[config.mk]
export PLATFORM = sky130hd
export DESIGN_NAME = uart_tx_buffered_flat
export DESIGN_NICKNAME = d
export VERILOG_FILES = /design/src/rtl/uart_pkg.sv /design/src/rtl/uart_tx_buffered_if.sv /design/src/rtl/uart_sync_fifo.sv /design/src/rtl/uart_tx_buffered.sv /design/src/flat_wrapper.sv
export SDC_FILE = /design/constraint.sdc
export NUM_CORES = 1
export LEC_CHECK = 0
export ABC_CLOCK_PERIOD_IN_PS = 5330
export CORE_MARGIN = 5
export CORE_UTILIZATION = 30
export DETAILED_ROUTE_END_ITERATION = 7
export GPL_TIMING_DRIVEN = 0
export MAX_ROUTING_LAYER = met4
export PLACE_DENSITY = 0.48
export SYNTH_ARGS = -nofsm -noshare
export SYNTH_HDL_FRONTEND = slang
export SYNTH_SLANG_ARGS = --single-unit
[constraint.sdc]
create_clock -name clock_i -period 5.33 [get_ports clock_i]
set_input_delay 0.7995 -clock clock_i [delete_from_list [all_inputs] [get_ports clock_i]]
set_output_delay 0.7995 -clock clock_i [all_outputs]
set_load 0.01 [all_outputs]
[src/rtl/uart_pkg.sv]
// uart_pkg: shared types and constants for the buffered UART transmitter.
//   state_t          controller states
//   POST_RESET_BITS  quiet bit periods driven high after reset
//   DATA_BITS_*      encodings of data_bits_i
//   data_bit_count() maps data_bits_i to the number of data bits per frame
package uart_pkg;

  typedef enum logic [1:0] {
    ST_POST_RESET = 2'd0,
    ST_IDLE       = 2'd1,
    ST_SEND       = 2'd2,
    ST_BREAK      = 2'd3
  } state_t;

  localparam int POST_RESET_BITS = 12;

  localparam logic [1:0] DATA_BITS_5 = 2'd0;
  localparam logic [1:0] DATA_BITS_6 = 2'd1;
  localparam logic [1:0] DATA_BITS_7 = 2'd2;
  localparam logic [1:0] DATA_BITS_8 = 2'd3;

  function automatic logic [3:0] data_bit_count(input logic [1:0] sel);
    case (sel)
      DATA_BITS_5: return 4'd5;
      DATA_BITS_6: return 4'd6;
      DATA_BITS_7: return 4'd7;
      default:     return 4'd8;
    endcase
  endfunction

endpackage

[src/rtl/uart_tx_buffered_if.sv]
// uart_tx_buffered_if: byte-write bus between the register front end and the
// buffered transmitter.
//   write_i     level-qualified write strobe (one byte per high cycle)
//   data_i      byte to enqueue
//   full_o      FIFO full
//   level_o     FIFO occupancy
//   overflow_o  one-cycle pulse on a dropped write
// master = front end, slave = transmitter.
interface uart_tx_buffered_if #(
  parameter int FIFO_DEPTH = 16
);
  localparam int LEVEL_W = $clog2(FIFO_DEPTH) + 1;

  logic               write_i;
  logic [7:0]         data_i;
  logic               full_o;
  logic [LEVEL_W-1:0] level_o;
  logic               overflow_o;

  modport master (output write_i, data_i, input full_o, level_o, overflow_o);
  modport slave  (input write_i, data_i, output full_o, level_o, overflow_o);
endinterface

[src/rtl/uart_sync_fifo.sv]
// uart_sync_fifo: single-clock FIFO, DEPTH a power of two >= 2.
//   clock_i, reset_n_i  clock, async active-low reset (flushes pointers/level)
//   push, push_data     enqueue; accepted when not full, or when full with a
//                       pop in the same cycle
//   pop, pop_data       dequeue; pop_data shows the head combinationally
//   full, empty, level  occupancy status, all derived from registered state
module uart_sync_fifo #(
  parameter int WIDTH = 8,
  parameter int DEPTH = 16
) (
  input  logic                     clock_i,
  input  logic                     reset_n_i,
  input  logic                     push,
  input  logic [WIDTH-1:0]         push_data,
  input  logic                     pop,
  output logic [WIDTH-1:0]         pop_data,
  output logic                     full,
  output logic                     empty,
  output logic [$clog2(DEPTH):0]   level
);
  localparam int AW = $clog2(DEPTH);
  localparam int LW = AW + 1;
  localparam logic [AW-1:0] PTR_ONE = AW'(1);
  localparam logic [LW-1:0] LVL_ONE = LW'(1);

  logic [WIDTH-1:0] mem [DEPTH];
  logic [AW-1:0]    wr_ptr, rd_ptr;
  logic             push_ok, pop_ok;

  assign full     = (level == LW'(DEPTH));
  assign empty    = (level == '0);
  assign pop_ok   = pop & ~empty;
  // A pop frees the slot in the same cycle, so a full FIFO still takes a push.
  assign push_ok  = push & (~full | pop_ok);
  assign pop_data = mem[rd_ptr];

  always_ff @(posedge clock_i) begin
    if (push_ok) mem[wr_ptr] <= push_data;
  end

  always_ff @(posedge clock_i or negedge reset_n_i) begin
    if (!reset_n_i) begin
      wr_ptr <= '0;
      rd_ptr <= '0;
      level  <= '0;
    end else begin
      if (push_ok) wr_ptr <= wr_ptr + PTR_ONE;
      if (pop_ok)  rd_ptr <= rd_ptr + PTR_ONE;
      case ({push_ok, pop_ok})
        2'b10:   level <= level + LVL_ONE;
        2'b01:   level <= level - LVL_ONE;
        default: level <= level;
      endcase
    end
  end
endmodule

[src/rtl/uart_tx_buffered.sv]
// uart_tx_buffered: FIFO-buffered UART transmitter, 5-8 data bits, optional
// parity, 1 or 2 stop bits, frames sent back-to-back.
//   clock_i, reset_n_i    clock, async active-low reset
//   bus (slave)           write_i/data_i in, full_o/level_o/overflow_o out
//   data_bits_i           0..3 -> 5..8 data bits
//   parity_bit_i          parity enable; parity_even_i selects even parity
//   two_stop_bits_i       two stop bits
//   clock_divider_i       cycles per bit (0 behaves as 1)
//   break_i               break request (only with UART_TX_BREAK_EN defined)
//   serial_o              registered TX line, idles high
//   busy_o                high unless idle with an empty FIFO
// Build option: define UART_TX_BREAK_EN to build the BREAK state.
//
// state         | meaning
// ST_POST_RESET | line high for POST_RESET_BITS live bit periods
// ST_IDLE       | line high, waiting for data or break
// ST_SEND       | shifting out a frame
// ST_BREAK      | line low while break_i, then one high bit period
module uart_tx_buffered #(
  parameter int CLOCK_DIVIDER_WIDTH = 16,
  parameter int FIFO_DEPTH          = 16
) (
  input  logic                           clock_i,
  input  logic                           reset_n_i,
  uart_tx_buffered_if.slave              bus,
  input  logic [1:0]                     data_bits_i,
  input  logic                           parity_bit_i,
  input  logic                           parity_even_i,
  input  logic                           two_stop_bits_i,
  input  logic [CLOCK_DIVIDER_WIDTH-1:0] clock_divider_i,
  input  logic                           break_i,
  output logic                           serial_o,
  output logic                           busy_o
);
  import uart_pkg::*;

  localparam int W       = CLOCK_DIVIDER_WIDTH;
  localparam int LEVEL_W = $clog2(FIFO_DEPTH) + 1;
  localparam logic [W-1:0] DIV_ONE = W'(1);

  state_t             state, state_n;
  logic [W-1:0]       timer, timer_n, div_lat, div_n, n_live;
  logic [3:0]         cnt, cnt_n, d_cnt, frame_len;
  logic [10:0]        shreg, shreg_n;
  logic               serial, serial_n, overflow_q;
  logic               pop, full, empty, par, tick, choose;
  logic [7:0]         head;
  logic [11:0]        frame;
  logic [LEVEL_W-1:0] level;

  uart_sync_fifo #(.WIDTH(8), .DEPTH(FIFO_DEPTH)) u_fifo (
    .clock_i   (clock_i),
    .reset_n_i (reset_n_i),
    .push      (bus.write_i),
    .push_data (bus.data_i),
    .pop       (pop),
    .pop_data  (head),
    .full      (full),
    .empty     (empty),
    .level     (level)
  );

  assign n_live = (clock_divider_i == '0) ? DIV_ONE : clock_divider_i;
  assign tick   = (timer == '0);

  // Whole frame assembled LSB-first from the FIFO head and the live format;
  // unused upper positions stay 1 and serve as stop bits.
  always_comb begin
    d_cnt    = data_bit_count(data_bits_i);
    frame    = '1;
    frame[0] = 1'b0;
    par      = 1'b0;
    for (int i = 0; i < 8; i++) begin
      if (4'(i) < d_cnt) begin
        frame[i+1] = head[i];
        par        = par ^ head[i];
      end
    end
    if (parity_bit_i) frame[d_cnt + 4'd1] = parity_even_i ? par : ~par;
    frame_len = 4'd2 + d_cnt + {3'b000, parity_bit_i} + {3'b000, two_stop_bits_i};
  end

  always_comb begin
    state_n  = state;
    timer_n  = timer;
    div_n    = div_lat;
    cnt_n    = cnt;
    shreg_n  = shreg;
    serial_n = serial;
    pop      = 1'b0;
    choose   = 1'b0;
    case (state)
      ST_POST_RESET: begin
        if (!tick) timer_n = timer - DIV_ONE;
        else if (cnt == 4'd0) choose = 1'b1;
        else begin
          cnt_n   = cnt - 4'd1;
          timer_n = n_live - DIV_ONE;
        end
      end
      ST_IDLE: choose = 1'b1;
      ST_SEND: begin
        if (!tick) timer_n = timer - DIV_ONE;
        else if (cnt != 4'd0) begin
          serial_n = shreg[0];
          shreg_n  = {1'b1, shreg[10:1]};
          cnt_n    = cnt - 4'd1;
          timer_n  = div_lat - DIV_ONE;
        end else choose = 1'b1;
      end
`ifdef UART_TX_BREAK_EN
      // cnt 0: holding low; cnt 1: released, timing the high bit period.
      ST_BREAK: begin
        if (cnt == 4'd0) begin
          if (!break_i) begin
            serial_n = 1'b1;
            cnt_n    = 4'd1;
            timer_n  = div_lat - DIV_ONE;
          end
        end else if (!tick) timer_n = timer - DIV_ONE;
        else state_n = ST_IDLE;
      end
`endif
      default: state_n = ST_IDLE;
    endcase

    // Shared decision for IDLE, end of quiet period and frame boundaries.
    if (choose) begin
      state_n  = ST_IDLE;
      serial_n = 1'b1;
`ifdef UART_TX_BREAK_EN
      if (break_i) begin
        state_n  = ST_BREAK;
        serial_n = 1'b0;
        cnt_n    = 4'd0;
        div_n    = n_live;
      end else
`endif
      if (!empty) begin
        pop      = 1'b1;
        state_n  = ST_SEND;
        serial_n = 1'b0;
        shreg_n  = frame[11:1];
        cnt_n    = frame_len - 4'd1;
        timer_n  = n_live - DIV_ONE;
        div_n    = n_live;
      end
    end
  end

`ifndef UART_TX_BREAK_EN
  logic break_unused;
  assign break_unused = break_i;
`endif

  always_ff @(posedge clock_i or negedge reset_n_i) begin
    if (!reset_n_i) begin
      state      <= ST_POST_RESET;
      timer      <= '0;
      div_lat    <= DIV_ONE;
      cnt        <= 4'(POST_RESET_BITS);
      shreg      <= '1;
      serial     <= 1'b1;
      overflow_q <= 1'b0;
    end else begin
      state      <= state_n;
      timer      <= timer_n;
      div_lat    <= div_n;
      cnt        <= cnt_n;
      shreg      <= shreg_n;
      serial     <= serial_n;
      overflow_q <= bus.write_i & full & ~pop;
    end
  end

  assign serial_o       = serial;
  assign bus.full_o     = full;
  assign bus.level_o    = level;
  assign bus.overflow_o = overflow_q;
  assign busy_o         = ~reset_n_i | (state != ST_IDLE) | ~empty;
endmodule

[src/flat_wrapper.sv]
// flat-port wrapper written by rule: the top's interface ports become plain ports
module uart_tx_buffered_flat import uart_pkg::*;
#(
  parameter int CLOCK_DIVIDER_WIDTH = 16,
  parameter int FIFO_DEPTH          = 16
)
  (clock_i, reset_n_i, data_bits_i, parity_bit_i, parity_even_i, two_stop_bits_i, clock_divider_i, break_i, serial_o, busy_o, bus_write_i, bus_data_i, bus_full_o, bus_level_o, bus_overflow_o);
  uart_tx_buffered_if #(.FIFO_DEPTH(FIFO_DEPTH)) bus_i ();
  input  logic clock_i;
  input  logic reset_n_i;
  input  logic [1:0] data_bits_i;
  input  logic parity_bit_i;
  input  logic parity_even_i;
  input  logic two_stop_bits_i;
  input  logic [CLOCK_DIVIDER_WIDTH-1:0] clock_divider_i;
  input  logic break_i;
  output logic serial_o;
  output logic busy_o;
  input wire logic [$bits(bus_i.write_i)-1:0] bus_write_i;
  input wire logic [$bits(bus_i.data_i)-1:0] bus_data_i;
  output wire logic [$bits(bus_i.full_o)-1:0] bus_full_o;
  output wire logic [$bits(bus_i.level_o)-1:0] bus_level_o;
  output wire logic [$bits(bus_i.overflow_o)-1:0] bus_overflow_o;
  assign bus_i.write_i = bus_write_i;
  assign bus_i.data_i = bus_data_i;
  assign bus_full_o = bus_i.full_o;
  assign bus_level_o = bus_i.level_o;
  assign bus_overflow_o = bus_i.overflow_o;
  uart_tx_buffered #(.CLOCK_DIVIDER_WIDTH(CLOCK_DIVIDER_WIDTH), .FIFO_DEPTH(FIFO_DEPTH)) u_core (.clock_i(clock_i), .reset_n_i(reset_n_i), .bus(bus_i), .data_bits_i(data_bits_i), .parity_bit_i(parity_bit_i), .parity_even_i(parity_even_i), .two_stop_bits_i(two_stop_bits_i), .clock_divider_i(clock_divider_i), .break_i(break_i), .serial_o(serial_o), .busy_o(busy_o));
endmodule
==> results.toml, run 1 <==
[placed_design]
dp_hpwl_mm = 16.79
io_buffers = 39
dpl_cell_area_um2 = 10460
gp_congestion = 0.8033

[cells_and_area]
fin_area_um2 = 11050
seqCellArea_um2 = 5464
fillers = 3085
nets = 871
utilization_pct = 35.19
insertedDiodeCount = 0
multi_input_area_um2 = 3776
synthToLayoutAreaGrowth_pct = 16.35
layout-drive-gt1-share_pct = 14.68

[floorplan]
fp.dieH_um = 187.9
initial_utilization_pct = 30.24
dieArea_um2 = 35300
design.core.area_um2 = 31390
num_rows = 65
io_pins = 42
die_w_um = 187.9

[global_route]
grt_max_degree = 57
grt_pass1_vias = 6311
grt_pass1_wl_mm = 37.97
grt_antenna_before_repair = 0
overflow = 0
grt_use_total_pct = 14.42

[worst_setup_path]
required_ns = 5.40
reg2reg_to = "u_core.u_fifo.mem[5][2]"
cp_max_fo = 9
crit_path_start_kind = "flip-flop"
setup.worst_path.class = "reg -> reg"
reg2reg_slack_ns = 1.40
endpoint_kind = "flip-flop"
reg2reg_from = "u_core.timer[8]"
worstPathArrival_ns = 4.00
r2r_cells = 7

[yosys]
syn_avg_cell_area_um2 = 12.68
ys_ff_latch = 192
async_flop_share_pct = 33.33
synth_largest_area_cell = "edfxtp_1"
ys.flop_type = "edfxtp_1"
syn_area_um2 = 9494
syn-num-nets = 809
yosysWarningCount = 0
synth_commonest_cells = "edfxtp_1, nand2_1, dfrtp_1, nor2_1, mux4_2"
yosysTopAreaCellShare_pct = 40.48
synth_cells = 749
yosysSeqAreaShare_pct = 57.55
yosysMostFrequentCell = "edfxtp_1"
synth-edff-count = 128
post_synth_num_cell_types = 67
synth_area_leaders = "edfxtp_1, dfrtp_1, mux4_2, nand2_1, dfstp_2"

[clocking]
hold_buffers = 0
cts.clk_slew.worst_paths_ns = 0.08
h-tree-depth = 4
clk_latency_ns = 0.45
post-cts-setup-buffers = 0
cts_tree = "built"
clk_path_buf_depth = 2
cts_buffers = 17
cts.sinks = 192
post_cts_resized = 0
root_buffer = "clkbuf_16"

[flow_run]
maxCapViolations = 0

[pwr]
powerDensity_nw_per_um2 = 329.8
vdd_drop_max_mv = 0.2397
p_leak_uw = 0.003902
finalPower_uw = 3643

[detailed_routing]
drt-wirelength-per-cell_um = 19.64
drc = 0
ant_nets = 0
postRouteWirelength_mm = 24.08
vias = 6084
firstDrtPassIters = 5
drt_iter0_drc = 364
via_per_inst = 4.962

[timing]
skew_ns = 0.01433
tightest_slew_ns = 1.411
finalSetupViolations = 0
slew_headroom_pct = 4.904
finalHoldViolCount = 0
clock.fmax_mhz = 254.2
drv_slew = 0
fin_crit_ns = 3.934
grt_setup_unrepaired = "no"
fin_crit_sh_pct = 73.81

[hold_path]
hold_class = "in -> async"

[status]
status = "completed"
==> logic make-up (layout without fill, tap and decap cells) <==
group / Yosys count / after routing / synth area share, %
xor+xnor: 46 / 46 / 4.744
simple gates: 251 / 251 / 12.77
mux: 59 / 59 / 10.23
fa+ha+maj: 27 / 27 / 3.716
buf+inv: 61 / 136 / 2.886
flops: 192 / 192 / 57.55
compound gates: 113 / 113 / 8.105
==> worst max path at each step <==
stage / startpoint / endpoint / slack [ns] / depth (start not counted)
after global placement: reset_n_i / busy_o / -0.15 / 3
after floorplan: u_core.timer[4] / u_core.u_fifo.level[3] / 2.11 / 11
after detailed placement: clock_divider_i[11] / u_core.timer[10] / 1.26 / 12
after CTS: u_core.timer[4] / u_core.u_fifo.mem[12][2] / 1.29 / 7
after global routing: u_core.timer[8] / u_core.u_fifo.mem[12][2] / 1.01 / 7
final: u_core.timer[8] / u_core.u_fifo.mem[5][2] / 1.40 / 7
==> registers in the layout, indices dropped and copies added, names as in the netlist <==
name                   cells
u_core.div_lat            16
u_core.u_fifo.level        5
u_core.state               2
u_core.u_fifo.wr_ptr       4
u_core.bus.overflow_o      1
u_core.serial_o            1
u_core.cnt                 4
u_core.u_fifo.mem        128
u_core.timer              16
u_core.shreg              11
u_core.u_fifo.rd_ptr       4
==> critical path, stage by stage, from the launching register on <==
cell and delay [ns]:
dfrtp_1 0.43, nor2_1 0.19, nor4b_1 0.70, nand4_2 0.26
o31a_1 0.41, a21boi_2 0.50, nand2_1 0.24, nor2_1 0.81
==> power breakdown <==
group	switching [uW]	internal (uW)
Combinational	315	231
Clock	660	631
Sequential	65.0	1740
==> layout make-up <==
class | count | share of cell area [%]
Clock buffer | 17 | 3.851
Timing Repair Buffer | 43 | 4.032
Sequential cell | 192 | 49.46
Inverter | 24 | 0.8155
Tap cell | 402 | 4.553
Multi-Input combinational cell | 496 | 34.18
Buffer | 37 | 1.665
Clock inverter | 15 | 1.438
==> metrics by stage <==
step,hold slack [ns],TNS [ns],std cells,worst slack [ns]
floorplan,0.4652,0,749,2.106
finish,0.1848,0,1226,1.396
detailed placement,0.4793,0,1194,1.256
CTS,0.1722,0,1226,1.294
global route,0.1778,0,1226,1.010
global placement,0.4761,-0.1488,1190,-0.1488
==> routing by layer <==
| metal | vias to the layer above | routed length [um] | global-route usage [%] |
|---|---|---|---|
| li1 | 2925 | - | - |
| met1 | 3030 | 11030 | 18.82 |
| met2 | 103 | 11920 | 23.33 |
| met3 | 26 | 693 | 2.271 |
| met4 | 0 | 436 | 4.433 |
| met5 | - | 0 | - |
==> cell usage in the layout (no fill, tap or decap), types with 15 or more instances in the layout <==
cell type and count:
edfxtp_1 128, nand2_1 110, dfrtp_1 49, nor2_1 41
clkdlybuf4s50_1 38, mux4_2 30, xnor2_1 26, a21oi_1 26
mux2i_1 25, ha_1 25, inv_1 24, o21ai_0 18
nor3_1 17, clkbuf_16 17, xor2_1 16, clkbuf_1 15
buf_2 15, dfstp_2 15
Power figures use the tool's default switching activity.
==> inputs of run 2 (changes only) <==
- ABC_CLOCK_PERIOD_IN_PS: 5330 -> 3300
- PLACE_DENSITY: 0.48 -> 0.5
- clock period: 5.33 -> 3.3 ns (I/O delays scaled with it)
==> run 2 against run 1 <==
Net effect: final cell count grew 1.2%; register-to-register slack lost 1.2 ns; first-iteration DRC count grew 27%; non-clock buffer count grew 15; critical path type is now reg -> out; largest power group unchanged; clock-buffer cell count is the same; flip-flop and latch count is the same; utilization grew 1.3 points; setup slack lost 1.3 ns; global-route usage grew 0.12 points.
==> results.toml, run 2 (synthesis gave the netlist of run 1 again) <==
[pwr]
power_frac_comb_pct = 17.4
p_seq_share_pct = 47.5
p_switching_uw = 1784
p_leak_uw = 0.004044
clkPwrFrac_pct = 35.1
switching_share_pct = 29.09
powerDensity_nw_per_um2 = 534.9
vdd_drop_max_mv = 0.4257
p_int_uw = 4349

[cells_and_area]
most-common-layout-cells = "edfxtp_1, nand2_1, dfrtp_1, clkdlybuf4s50_1, mux4_2"
largestRegisters = "u_core.u_fifo.mem x128, u_core.div_lat x16, u_core.timer x16"
fin_area_um2 = 11470
layout-drive-gt1-share_pct = 19.43
final_common_cell = "edfxtp_1"
largest_register_ffs = 128
nets = 886
layout.cells.non_filler = 1241
synthToLayoutAreaGrowth_pct = 20.78
utilization_pct = 36.53
regMostFlops = "u_core.u_fifo.mem"
insertedDiodeCount = 0

[timing]
tightest_slew_ns = 0.8963
clock.fmax_mhz = 316.7
slew_headroom_pct = 40.25
fin_crit_ns = 3.157
skew_ns = 0.01531
drv_slew = 0
grt_setup_unrepaired = "no"
finalSetupViolations = 0
fin_crit_sh_pct = 95.68
finalHoldViolCount = 0

[detailed_routing]
drt-wirelength-per-cell_um = 19.76
firstDrtPassIters = 5
drc = 0
postRouteWirelength_mm = 24.53
vias = 6227
ant_nets = 0
via_per_inst = 5.018
drt_iter0_drc = 463

[clocking]
clk_latency_ns = 0.44
h-tree-depth = 4
cts.sinks = 192
cts.clk_slew.worst_paths_ns = 0.08
clk_path_buf_depth = 2
root_buffer = "clkbuf_16"
cts_tree = "built"
cts_buffers = 17

[floorplan]
num_rows = 65
design.core.area_um2 = 31390
die_w_um = 187.9
dieArea_um2 = 35300
io_pins = 42
initial_utilization_pct = 30.24
fp.dieH_um = 187.9

[global_route]
grt_antenna_before_repair = 0
grt_pass1_wl_mm = 38.43
grt_max_degree = 56
grt_use_total_pct = 14.54
grt_pass1_vias = 6335
overflow = 0

[status]
status = "completed"

[placed_design]
io_buffers = 39
dp_cells = 1192
gp_congestion = 0.8189
dp_hpwl_mm = 16.68
dpl_cell_area_um2 = 10440

[flow_run]
maxCapViolations = 0

[worst_setup_path]
required_ns = 2.80
endpoint_kind = "primary output"
reg2reg_from = "u_core.timer[2]"
setup.worst_path.class = "reg -> out"
worstPathArrival_ns = 2.66
reg2reg_to = "u_core.u_fifo.level[4]"
reg2reg_slack_ns = 0.19
r2r_cells = 11
cp_max_fo = 10
crit_path_start_kind = "flip-flop"

[hold_path]
hold_depth = 3
hold_class = "in -> reg"
hp-start = "clock_divider_i[4]"
min_to = "u_core.div_lat[4]"
-- run 2: cell count changes in the layout (fill, tap and decap cells not counted), moves of 3 or more --
| cell | delta |
|---|---|
| a21oi_1 | -3 |
| a21oi_2 | +3 |
| buf_12 | +6 |
| buf_4 | +9 |
| inv_6 | -4 |
| inv_8 | +3 |
| nand2_1 | -4 |
| nand2_2 | +4 |
| nor2_1 | -12 |
| nor2_4 | +12 |
| nor3_2 | -3 |
| nor3_4 | +4 |
-- run 2: metrics by stage --
stage | worst slack [ns] | hold WS, ns | total power, uW | setup TNS [ns]
6_report | 0.1425 | 0.3812 | 6133 | 0
2_1_floorplan | 0.07608 | 0.1994 | 3486 | 0
4_1_cts | 0.00004374 | 0.3711 | 6158 | 0
3_5_place_dp | -0.6416 | 0.3732 | 3862 | -75.62
3_3_place_gp | -1.685 | 0.4756 | 3829 | -140.07
5_1_grt | 0.002849 | 0.4193 | 6405 | 0
-- run 2: power groups by stage --
stage	clock network (uW)	logic, uW	registers (uW)
floorplan	0	531	2960
global placement	0	860	2970
detailed placement	0	891	2970
CTS	2190	1050	2920
global route	2300	1170	2940
finish	2150	1070	2910
-- run 2: repair_timing --
action	in CTS	in global routing
hold buffers	1	0
buffers inserted	12	4
endpoints found under the setup margin	134	143
pin swaps	7	4
hold endpoints to repair	10	0
resized for setup	35	14
-- run 2: how the worst max path moves through the flow --
stage / slack [ns] / end / from / cells after the start
after global routing: 0.003 / u_core.shreg[6] / u_core.u_fifo.rd_ptr[1] / 10
after CTS: 0.00004 / u_core.timer[10] / clock_divider_i[11] / 12
final: 0.14 / busy_o / u_core.state[0] / 5
after detailed placement: -0.64 / u_core.u_fifo.mem[11][0] / u_core.timer[8] / 7
after floorplan: 0.08 / u_core.u_fifo.level[3] / u_core.timer[4] / 11
after global placement: -1.69 / busy_o / reset_n_i / 3
-- run 2: cell type report --
type                    count  area (um2)
plain buffers              37       187.7
clock buffers              17       425.4
clock inverters            15       182.7
fillers                  3064       19930
inverters                  24       90.09
multi-input cells         496        3983
flip-flops and latches    192        5464
well taps                 402       503.0
repair buffers             58       631.9
-- run 2: layer usage --
layer	up-vias	wire, um	share of wire, %	track usage (%)
li1	2949	-	-	-
met1	3140	11140	45	19.04
met2	116	12170	50	23.92
met3	22	842	3.4	2.476
met4	0	378	1.5	3.247
met5	-	0	0	-
-- run 2: worst max-delay path, cell delays in order, from the launching register on --
cell and delay, ns:
dfrtp_1 0.32, clkbuf_1 0.33, clkbuf_1 0.52, clkbuf_2 0.37
nand4b_1 0.17, clkdlybuf4s50_1 0.52
==> inputs of run 3 (changes only) <==
- REMOVE_ABC_BUFFERS: not set -> 1
- SYNTH_HIERARCHICAL: not set -> 1
==> run 3 against run 2 <==
Net effect: clock skew shrank 0.0017 ns; final cell count is 1.2% higher; largest cell class unchanged; register-to-register slack lost 0.07 ns; non-clock buffer count is 39 lower.
==> results.toml, run 3 <==
[status]
status = "completed"

[clocking]
clk_latency_ns = 0.43
cts_tree = "built"
h-tree-depth = 4
cts.clk_slew.worst_paths_ns = 0.07
clk_path_buf_depth = 2
cts.sinks = 192
root_buffer = "clkbuf_16"
cts_buffers = 17

[pwr]
vdd_drop_max_mv = 0.4198
powerDensity_nw_per_um2 = 513.7
p_leak_uw = 0.003804

[timing]
drv_slew = 0
tightest_slew_ns = 0.9172
finalHoldViolCount = 0
fin_crit_ns = 3.182
finalSetupViolations = 0
slew_headroom_pct = 38.58
skew_ns = 0.01356
fin_hold_ws_ns = 0.4378
fin_crit_sh_pct = 96.42
clock.fmax_mhz = 314.3
grt_setup_unrepaired = "no"

[cells_and_area]
regMostFlops = "u_core/u_fifo/mem"
fin_area_um2 = 11440
largestRegisters = "u_core/u_fifo/mem x128, u_core/div_lat x16, u_core/timer x16"
layout.cells.non_filler = 1256
fillers = 3151
nets = 859
insertedDiodeCount = 0
most-common-layout-cells = "edfxtp_1, nand2_1, dfrtp_1, clkdlybuf4s50_1, nor2_1"
layout-drive-gt1-share_pct = 17.20
largest_register_ffs = 128
final_common_cell = "edfxtp_1"
synthToLayoutAreaGrowth_pct = 17.29

[yosys]
synthSimpleGateAreaFrac_pct = 13.70
synth_cells = 765
post_synth_num_cell_types = 83
yosysTopAreaCellShare_pct = 39.40
synth_area_leaders = "edfxtp_1, dfrtp_1, dfstp_2, mux4_1, mux4_2"
synth_fa_ha_area_share_pct = 3.360
yosysMostFrequentCell = "edfxtp_1"
yosysWarningCount = 6
synth_compound_area_share_pct = 10.25
ys.flop_type = "edfxtp_1"
synth_commonest_cells = "edfxtp_1, nand2_1, nor2_1, dfrtp_1"
syn_avg_cell_area_um2 = 12.75
synth_largest_area_cell = "edfxtp_1"
synth_xor_xnor_area_share_pct = 3.732
synthMuxAreaShare_pct = 9.440
yosysSeqAreaShare_pct = 56.01
async_flop_share_pct = 33.33
syn_area_um2 = 9756
synth-edff-count = 128
ys_ff_latch = 192
synth_top_family_by_area = "simple AND/OR/NAND/NOR gates"

[detailed_routing]
drt-wirelength-per-cell_um = 19.16
postRouteWirelength_mm = 24.07
via_per_inst = 5.121
ant_nets = 0
drt_iter0_drc = 425
vias = 6432
drc = 0
firstDrtPassIters = 5

[worst_setup_path]
setup.worst_path.start = "u_core/cnt[0]"
reg2reg_to = "u_core/u_fifo/level[4]"
endpoint_kind = "flip-flop"
cp_max_fo = 13
worstPathArrival_ns = 3.49
critPathMostFrequentCell = "o211ai_1"
required_ns = 3.61
reg2reg_from = "u_core/cnt[0]"
cp_cell_sequence = "inv_1 > ha_2 > or3b_4 > nor3_4 > a21oi_4 > bufinv_16 > o21ai_4 > or2_2 > fa_2 > nand2b_1 > a211o_1 > o211ai_1 > o211ai_1"
cp.buffers_inverters = 2
slowest_delay_ns = 0.40
crit_family = "simple AND/OR/NAND/NOR gates"
reg2reg_slack_ns = 0.12
setup.worst_path.class = "reg -> reg"
slowest_stage = "or3b_4"
r2r_cells = 13
crit_path_start_kind = "flip-flop"

[floorplan]
design.core.area_um2 = 32290
die_w_um = 190.3
fp.dieH_um = 190.3
num_rows = 66
dieArea_um2 = 36230
io_pins = 42
initial_utilization_pct = 30.21

[placed_design]
dp_cells = 1212
gp_congestion = 0.8205
dp_hpwl_mm = 15.88
io_buffers = 40
dpl_cell_area_um2 = 10590

[hold_path]
hold_class = "in -> async"

[global_route]
grt_use_total_pct = 13.81
grt_antenna_before_repair = 0
grt_pass1_vias = 6451
grt_max_degree = 57
overflow = 0
grt_pass1_wl_mm = 37.65

[flow_run]
maxCapViolations = 0
run 3: worst max-delay path by stage:
stage                              endpoint  slack, ns  cells past startpoint
floorplan            u_core/u_fifo/level[3]      -1.91                     14
global placement     u_core/u_fifo/level[3]      -4.43                     14
detailed placement  u_core/u_fifo/mem[1][5]      -1.37                      8
CTS                         u_core/shreg[6]     0.0005                      9
global route         u_core/u_fifo/level[4]      0.005                     13
finish               u_core/u_fifo/level[4]       0.12                     13
run 3: per-stage QoR:
step                util (%)  setup slack (ns)  total power [uW]  TNS, ns
CTS                    35.29         0.0005269              5950        0
detailed placement     32.81            -1.373              3832  -164.13
finish                 35.44            0.1180              5878        0
floorplan                  -            -1.908              3449  -254.35
global placement       32.35            -4.426              3801  -784.87
global route           35.44          0.004716              6139        0
run 3: timing repair:
item,CTS,global route
cloned,3,0
pin swaps,3,1
hold buffers,1,0
buffers inserted,6,2
hold endpoints to repair,9,0
setup endpoints to repair,156,16
gates resized for setup,38,10
run 3: cells by family after synthesis:
family | count (synthesis)
flip-flops | 192
buffers and inverters | 63
adder cells (fa/ha/maj) | 25
AO/OA/AOI/OAI | 140
XOR/XNOR | 40
AND/OR/NAND/NOR | 259
multiplexers | 46
run 3: where the power goes:
part	leakage, uW	internal (uW)	switching, uW
clock	0.000281	1070	950
combinational	0.00168	373	542
sequential	0.00184	2800	141
run 3: final cells by class:
class / count / area, um2 / share of cell area, %
Multi-Input combinational cell: 511 / 4120 / 36.01
Timing Repair inverter: 2 / 17.52 / 0.1531
Timing Repair Buffer: 56 / 593.1 / 5.183
Sequential cell: 192 / 5478 / 47.87
Clock inverter: 13 / 140.1 / 1.225
Tap cell: 442 / 553.0 / 4.833
Inverter: 21 / 107.6 / 0.9404
Clock buffer: 19 / 432.9 / 3.783
run 3: layer usage:
layer  GRT usage, %  wire (um)  share of wire, %
met3          2.453        769               3.2
met1          18.29      11160                46
met4          4.171        450               1.9
met2          21.85      11700                49
met5              -          0                 0
run 3: worst register-to-register path, delay by kind of cell, from the launching register on:
family	cells	cell delay, ns
AO/OA/AOI/OAI	5	0.71
AND/OR/NAND/NOR	4	1.06
flip-flops	1	0.39
adder cells (fa/ha/maj)	2	0.55
buffers and inverters	2	0.34
==> RTL edit: new RTL, flow settings as in run 3 <==
`CLOCK_DIVIDER_WIDTH` is set to 16 in 2 places; all go to 32.
--- a/src/rtl/uart_tx_buffered.sv
+++ b/src/rtl/uart_tx_buffered.sv
@@ -18,5 +18,5 @@
 // ST_BREAK      | line low while break_i, then one high bit period
 module uart_tx_buffered #(
-  parameter int CLOCK_DIVIDER_WIDTH = 16,
+  parameter int CLOCK_DIVIDER_WIDTH = 32,
   parameter int FIFO_DEPTH          = 16
 ) (
--- a/src/flat_wrapper.sv
+++ b/src/flat_wrapper.sv
@@ -2,5 +2,5 @@
 module uart_tx_buffered_flat import uart_pkg::*;
 #(
-  parameter int CLOCK_DIVIDER_WIDTH = 16,
+  parameter int CLOCK_DIVIDER_WIDTH = 32,
   parameter int FIFO_DEPTH          = 16
 )
Interface: changed (resized clock_divider_i); port bits go from 42 to 58. The function was not compared with the original's and may differ.
==> RTL edit against run 3 <==
Largest power group unchanged; sequential cell count grew 32; synthesized cell count is 52% higher; synthesized area is 29% higher; worst setup slack got worse by 220 ps; count of clock-buffer cells in the layout increased by 16; the flow now finishes with violations (setup timing); cell area up 33%; first-iteration DRC count up 93%; total power grew 32%; routed wire length up 64%.
==> RTL edit: results (changes against run 3) <==
Run status
  • Status: finished with violations
  • Failing checks: setup timing

Clock tree
  • Htree depth: 1 (-3)
  • Clk_lat worst skew: 570 ps (+140 ps)
  • Clock tree buffer depth: 3 (+1)
  • Setup Buffers After CTS: 33 (+27)

Synth
  • Adder-Cell Fraction of Synth Area: 2.60% (-0.76 points)
  • Seq/Total Area, Yosys: 49.7% (-6.4 points)
  • Mux share of post-synthesis cell area: 7.72% (-1.7 points)
  • Synth Area in XOR/XNOR: 5.18% (+1.4 points)
  • Cell area after synthesis: 0.0126 mm^2 (+29%)
  • Ys async rst share: 42.9% (+9.5 points)
  • Synth unique cells: 81 (-2.4%)
  • Syn Inst Count: 1161 (+52%)

Finish
  • Multi-input comb cells: 840 (+64%)
  • Multi-input logic area: 0.00631 mm^2 (+53%)
  • Share of cells above drive strength 1: 17.9% (+0.67 points)
  • Multi-input combinational area share: 41.4% (+5.4 points)
  • Nets: 1303 (+52%)
  • Clk cell area share: 5.76% (+0.75 points)
  • Seq cells: 224 (+17%)
  • Non-clock buffers: 104 (+86%)
  • Fillers: 4096 (+30%)

Worst setup path
  • CP Max Fanout: 8 (-5)
  • CP peak stage delay: 520 ps (+120 ps)
  • CP max stage cell: or4b_4
  • CP Data Arrival Time: 3680 ps (+190 ps)

Placement
  • Detailed placer's ending HPWL: 25200 um (+59%)
  • Placed Cells: 1688 (+39%)
  • Post-DP Area: 0.0136 mm^2 (+28%)
  • Pre-CTS setup slack: -3030 ps (-1660 ps)

Drt
  • Final WL: 39500 um (+64%)
  • Initial DRC Count: 821 (+93%)
  • Via count: 9976 (+55%)
  • Router iterations before antenna repair: 7 (+2)

Timing
  • Final Setup Violations: 130 (+130)
  • Max-slew headroom: 18.9% (-20 points)
  • Layout Skew: 19.3 ps (+5.76 ps)
  • Fin Setup TNS: -9700 ps (-9700 ps)
  • Post-route setup slack: -106 ps (-224 ps)

Pwr
  • Peak supply drop: 0.000387 V (-7.9%)
  • Leakage: 5.26 nW (+38%)

Global routing
  • First-pass GRT wire length: 59900 um (+59%)
  • Vias in the first global route: 9727 (+51%)
  • GR Util All Layers: 16.8% (+3.0 points)
==> RTL edit: final timing paths <==
path,slack (ps),start,cells past startpoint,endpoint
min in group clock_i,210,clock_divider_i[11],3,u_core/div_lat[11]$_DFFE_PN0P_
min reg2reg,490,u_core/shreg[2]$_DFF_PN1_,2,u_core/shreg[1]$_DFF_PN1_
max in group asynchronous,2490,reset_n_i,2,u_core/shreg[10]$_DFF_PN1_
max,-110,u_core/timer[1]$_DFF_PN0_,11,u_core/u_fifo/mem[9][5]$_DFFE_PP_
max reg2reg,-110,u_core/timer[1]$_DFF_PN0_,11,u_core/u_fifo/mem[9][5]$_DFFE_PP_
min,20,reset_n_i,1,u_core/div_lat[29]$_DFFE_PN0P_
==> RTL edit: metal layers <==
layer,part of all wire [%],track usage [%]
met5,0,-
met4,4.0,5.91
met3,5.6,2.65
met2,49,27.6
met1,41,21.3
==> RTL edit: power breakdown <==
part	internal [mW]	switching [mW]	leakage, nW
registers	3.26	0.244	2.14
logic	0.547	0.728	2.68
clock network	1.72	1.24	0.436
